--- src/rtl/edge_event_arbiter.sv ---
// Purpose : per-channel edge detector feeding a round-robin arbiter that presents one event at a time.
// Latency : a detection on edge N is presented after edge N+1 (plus 2 edges with EDGE_ARB_SYNC_EN).
// Backpres: evt_valid_o/evt_ch_o hold while evt_ready_i=0; further edges on a pending channel set its ovf flag.
//
// Ports:
//   clk, rst_ni      - clock, asynchronous active-low reset
//   sig_i            - monitored levels, one bit per channel
//   mode_i           - per-channel mode in bits [2c+1:2c]: 00 off, 01 rise, 10 fall, 11 both
//   evt_valid_o      - registered event-present flag
//   evt_ch_o         - channel index of the presented event
//   evt_ready_i      - consumer accepts the presented event
//   pending_o        - latched events not yet presented
//   ovf_o            - sticky overflow flags
//   ovf_clr_i        - overflow clear strobes
// Configuration macro: EDGE_ARB_SYNC_EN adds a 2-flop input synchronizer (warm-up grows from 1 to 3 cycles).
module edge_event_arbiter #(
   parameter int NUM_CH = 4,
   parameter int CH_W   = $clog2(NUM_CH)
) (
   input  logic                clk,
   input  logic                rst_ni,
   input  logic [NUM_CH-1:0]   sig_i,
   input  logic [2*NUM_CH-1:0] mode_i,
   output logic                evt_valid_o,
   output logic [CH_W-1:0]     evt_ch_o,
   input  logic                evt_ready_i,
   output logic [NUM_CH-1:0]   pending_o,
   output logic [NUM_CH-1:0]   ovf_o,
   input  logic [NUM_CH-1:0]   ovf_clr_i
);

   logic [NUM_CH-1:0] s;
   logic [NUM_CH-1:0] prev;
   logic [NUM_CH-1:0] rise;
   logic [NUM_CH-1:0] fall;
   logic [NUM_CH-1:0] det;
   logic [NUM_CH-1:0] pending;
   logic [NUM_CH-1:0] ovf;
   logic [NUM_CH-1:0] load_mask;
   logic [CH_W-1:0]   last_grant;
   logic [CH_W-1:0]   sel;
   logic              any_pend;
   logic              load_en;
   logic              load;
   logic [1:0]        warm_cnt;
   logic              warm_active;

`ifdef EDGE_ARB_SYNC_EN
   // Three edges are needed before prev reflects a level held across reset:
   // two to fill the synchronizer and one more to copy it into prev.
   localparam logic [1:0] WARM_CYCLES = 2'd3;

   logic [NUM_CH-1:0] sync1;
   logic [NUM_CH-1:0] sync2;

   always_ff @(posedge clk or negedge rst_ni) begin
      if (!rst_ni) begin
         sync1 <= '0;
         sync2 <= '0;
      end else begin
         sync1 <= sig_i;
         sync2 <= sync1;
      end
   end

   assign s = sync2;
`else
   // prev starts at 0, so one suppressed edge hides a level held high across reset.
   localparam logic [1:0] WARM_CYCLES = 2'd1;

   assign s = sig_i;
`endif

   // Warm-up counter: detection is masked while non-zero.
   always_ff @(posedge clk or negedge rst_ni) begin
      if (!rst_ni) begin
         warm_cnt <= WARM_CYCLES;
      end else if (warm_cnt != 2'd0) begin
         warm_cnt <= warm_cnt - 2'd1;
      end
   end

   assign warm_active = (warm_cnt != 2'd0);

   always_ff @(posedge clk or negedge rst_ni) begin
      if (!rst_ni) begin
         prev <= '0;
      end else begin
         prev <= s;
      end
   end

   assign rise = s & ~prev;
   assign fall = ~s & prev;

   always_comb begin
      det = '0;
      for (int c = 0; c < NUM_CH; c++) begin
         case (mode_i[2*c +: 2])
            2'b01:   det[c] = rise[c];
            2'b10:   det[c] = fall[c];
            2'b11:   det[c] = rise[c] | fall[c];
            default: det[c] = 1'b0;
         endcase
      end
      if (warm_active) begin
         det = '0;
      end
   end

   // Round-robin pick: first pending channel after last_grant, wrapping.
   always_comb begin
      logic [CH_W-1:0] idx;
      logic            found;
      sel   = '0;
      idx   = '0;
      found = 1'b0;
      for (int i = 1; i <= NUM_CH; i++) begin
         idx = CH_W'((int'(last_grant) + i) % NUM_CH);
         if (!found && pending[idx]) begin
            found = 1'b1;
            sel   = idx;
         end
      end
   end

   assign any_pend = |pending;
   // The output register may take a new event when empty or being emptied this cycle.
   assign load_en  = !evt_valid_o || evt_ready_i;
   assign load     = load_en && any_pend;

   always_comb begin
      load_mask = '0;
      if (load) begin
         load_mask[sel] = 1'b1;
      end
   end

   // A new detection on the channel being loaded re-arms pending instead of overflowing;
   // only a detection on a still-waiting channel counts as overflow.
   always_ff @(posedge clk or negedge rst_ni) begin
      if (!rst_ni) begin
         pending <= '0;
         ovf     <= '0;
      end else begin
         pending <= (pending & ~load_mask) | det;
         ovf     <= (ovf & ~ovf_clr_i) | (det & pending & ~load_mask);
      end
   end

   always_ff @(posedge clk or negedge rst_ni) begin
      if (!rst_ni) begin
         evt_valid_o <= 1'b0;
         evt_ch_o    <= '0;
         last_grant  <= CH_W'(NUM_CH - 1);
      end else if (load_en) begin
         evt_valid_o <= any_pend;
         if (any_pend) begin
            evt_ch_o   <= sel;
            last_grant <= sel;
         end
      end
   end

   assign pending_o = pending;
   assign ovf_o     = ovf;

endmodule

--- config.mk ---
export PLATFORM = sky130hd
export DESIGN_NAME = edge_event_arbiter
export DESIGN_NICKNAME = d
export VERILOG_FILES = /design/src/rtl/edge_event_arbiter.sv
export SDC_FILE = /design/constraint.sdc
export NUM_CORES = 1
export LEC_CHECK = 0
export ABC_AREA = 1
export CAP_MARGIN = 20
export CORE_MARGIN = 2
export CORE_UTILIZATION = 49
export CTS_CLUSTER_DIAMETER = 40
export DETAILED_ROUTE_END_ITERATION = 12
export PLACE_DENSITY_LB_ADDON = 0.12
export SLEW_MARGIN = 5
export SYNTH_ARGS = -nofsm -noshare
export SYNTH_HDL_FRONTEND = slang
export SYNTH_SLANG_ARGS = --single-unit
export TNS_END_PERCENT = 1
--- constraint.sdc ---
create_clock -name clk -period 1.87 [get_ports clk]
set_input_delay 0.187 -clock clk [delete_from_list [all_inputs] [get_ports clk]]
set_output_delay 0.187 -clock clk [all_outputs]
set_load 0.02 [all_outputs]
==> flow_summary.json <==
{
  "synth.yosys.warnings": 0,
  "finalCriticalPeriod_ps": 1779,
  "critPathLaunchType": "register",
  "placedCellCount": 232,
  "tritoncts": "yes",
  "synthArstFlopShare_pct": 100.0,
  "clk_pin_slew_worst_paths_ps": 110,
  "syn-cell-area_sq_um": 1261,
  "yosysTopAreaCell": "dfrtp_1",
  "min_period_over_period_pct": 95.13,
  "end_kind": "register",
  "hold_violations": 0,
  "core-area_sq_um": 2455,
  "ys.flop_type": "dfrtp_1",
  "synth_most_common_cell": "nand2_1",
  "grt_pass1_vias": 1111,
  "required_ps": 2070,
  "crit_arrival_ps": 1980,
  "die_x_microns": 54.74,
  "htree_levels": 1,
  "place_hpwl_mm": 2.230,
  "hold_class": "in2async",
  "vias_per_cell": 5.113,
  "final_cells": 239,
  "ioPinCount": 30,
  "ys_ff_latch": 19,
  "worst_path_max_delay_cell": "dfstp_2",
  "drt_pass1_iterations": 4,
  "root_buffer": "clkbuf_4",
  "synth_top_area_share_pct": 31.75,
  "path_max_fanout": 6,
  "skew_ps": 1.506,
  "gr-usage-all-layers_pct": 20.88,
  "cts_made_buffers": 3,
  "syn_nets": 200,
  "antenna_found_initial": 0,
  "drc": 0,
  "layout-drive-gt1-share_pct": 14.35,
  "wl_per_cell_microns": 11.69,
  "crit_chain": "buf_12, buf_6, nand2_1, nand3_1, nand2_2, nor2_2, nand4_2, nand2_2, nand3_1, nand2_1, nand2_1",
  "fp-row-count": 18,
  "drv_cap": 0,
  "ys_seq_area_share_pct": 38.00,
  "grt_max_degree": 20,
  "criticalPathCategory": "reg2reg",
  "fp.dieH_microns": 54.74,
  "cpPeakStageDelay_ps": 570,
  "clock_latency_ps": 290,
  "relSlewSlack_pct": 79.91,
  "leakagePower_nw": 0.8864,
  "fin_area_sq_um": 1664,
  "syn_inst": 172,
  "p_total_mw": 2.439,
  "portBuffers": 29,
  "cp_common_cell": "nand2_1",
  "nNetsFinal": 238,
  "ctsHoldBuffers": 0,
  "synthTopCellsByCount": "67 x nand2_1, 22 x inv_1, 16 x dfrtp_1",
  "gp_congestion": 0.8614,
  "rsz0062_at_grt": "true",
  "clockBufferDepth": 2,
  "area_growth_pct": 31.94,
  "clkSinkCount": 19,
  "powerDensity_nw_per_um2": 1465,
  "post-route-util_pct": 67.79,
  "synth-edff-count": 0,
  "syn_area_per_cell_sq_um": 7.333,
  "peakVddDrop_v": 0.0009782,
  "ys_types": 22,
  "initialDrtViolationCount": 7,
  "max_freq_ghz": 0.5621,
  "ys_top_cells_by_area": "dfrtp_1 32%, nand2_1 20%, ha_1 8.9%",
  "grt_remaining_overflow": 0,
  "reg2reg_slack_ps": 90,
  "final-max-slew-violation-count": 0,
  "place_area_sq_um": 1597,
  "drt_wl_total_mm": 2.794,
  "ant_nets": 0,
  "status": "complete, no violations",
  "initial_utilization_pct": 51.38,
  "grt_first_pass_wirelength_mm": 4.533,
  "worstMarginPinSlew_ps": 301.0,
  "dr_total_vias": 1222,
  "setup_viol": 0,
  "antenna_cells": 0,
  "design.die.area_sq_um": 2996
}
[kinds of logic after synthesis]
kind of cell	count (synthesis)	synth area share, %
buffers and inverters	26	8.333
AOI/OAI and AO/OA	12	5.953
DFF	19	38.00
and+or+nand+nor	105	38.10
xor gates and xnor gates	1	0.6946
adders and majority gates	9	8.929
[area by class of cell]
class / instances / area, sq um
Sequential cell: 19 / 479.2
Clock buffer: 4 / 26.28
Inverter: 24 / 92.59
Fill cell: 213 / 790.8
Timing Repair inverter: 1 / 7.507
Tap cell: 30 / 37.54
Timing Repair Buffer: 34 / 341.6
Multi-Input combinational cell: 127 / 679.4
[sequential cells by signal, summed over array words and instances (netlist names)]
signal       cells
pending_o        4
evt_valid_o      1
warm_cnt         2
prev             4
ovf_o            4
last_grant       2
evt_ch_o         2
[worst paths after layout]
path,to,start,depth (start not counted)
max,ovf_o[1],last_grant[0],11
min,prev[3],rst_ni,2
max in group asynchronous,last_grant[1],rst_ni,2
min reg2reg,ovf_o[1],ovf_o[1],2
min in group clk,prev[2],sig_i[2],1
max reg2reg,ovf_o[1],last_grant[0],11
[power breakdown]
| group | leakage [nW] | switching (mW) | internal, mW |
|---|---|---|---|
| Sequential | 0.217 | 0.126 | 0.552 |
| Combinational | 0.654 | 0.938 | 0.612 |
| Clock | 0.0150 | 0.127 | 0.0830 |
| Total | 0.886 | 1.19 | 1.25 |
[cell usage in the layout (no fill, tap or decap), types with 2 or more instances in the layout]
master	Yosys	layout
o211ai_1	4	4
o21ai_0	6	6
nand3_1	6	6
clkbuf_4	0	3
inv_1	22	22
nand4_1	4	4
buf_4	0	2
nor2_2	2	2
dfstp_2	3	3
nand3b_1	5	5
clkdlybuf4s50_1	0	29
ha_1	9	9
dfrtp_1	16	16
nor2_1	7	7
nand2_1	67	66
nand2_2	11	12
[stage by stage]
stage | setup WS, ps | TNS (ps) | hold WS (ps)
global route | -43.82 | -125.6 | 237.9
global placement | 158.1 | 0 | 462.9
detailed placement | 121.4 | 0 | 476.1
finish | 90.98 | 0 | 213.5
floorplan | 350.8 | 0 | -108.6
CTS | 107.2 | 0 | 221.5
[what timing repair did]
action / CTS / global route
endpoints found under the setup margin: 0 / 7
buffers inserted: 0 / 2
gates resized for setup: 0 / 4
[routing by layer]
layer | vias up | share of wire, % | track usage [%]
met2 | 27 | 52 | 38.10
met5 | - | 0 | 0
met1 | 575 | 44 | 24.79
met3 | 6 | 2.5 | 2.459
met4 | 0 | 1.9 | 7.500
li1 | 614 | - | -
[worst max-delay path: cells and delay by family (launching register included)]
| kind | cells | cell delay (ps) |
|---|---|---|
| simple gates | 9 | 880 |
| flops | 1 | 570 |
| buf+inv | 2 | 240 |
Note: power is estimated with default switching activity, not from simulation.
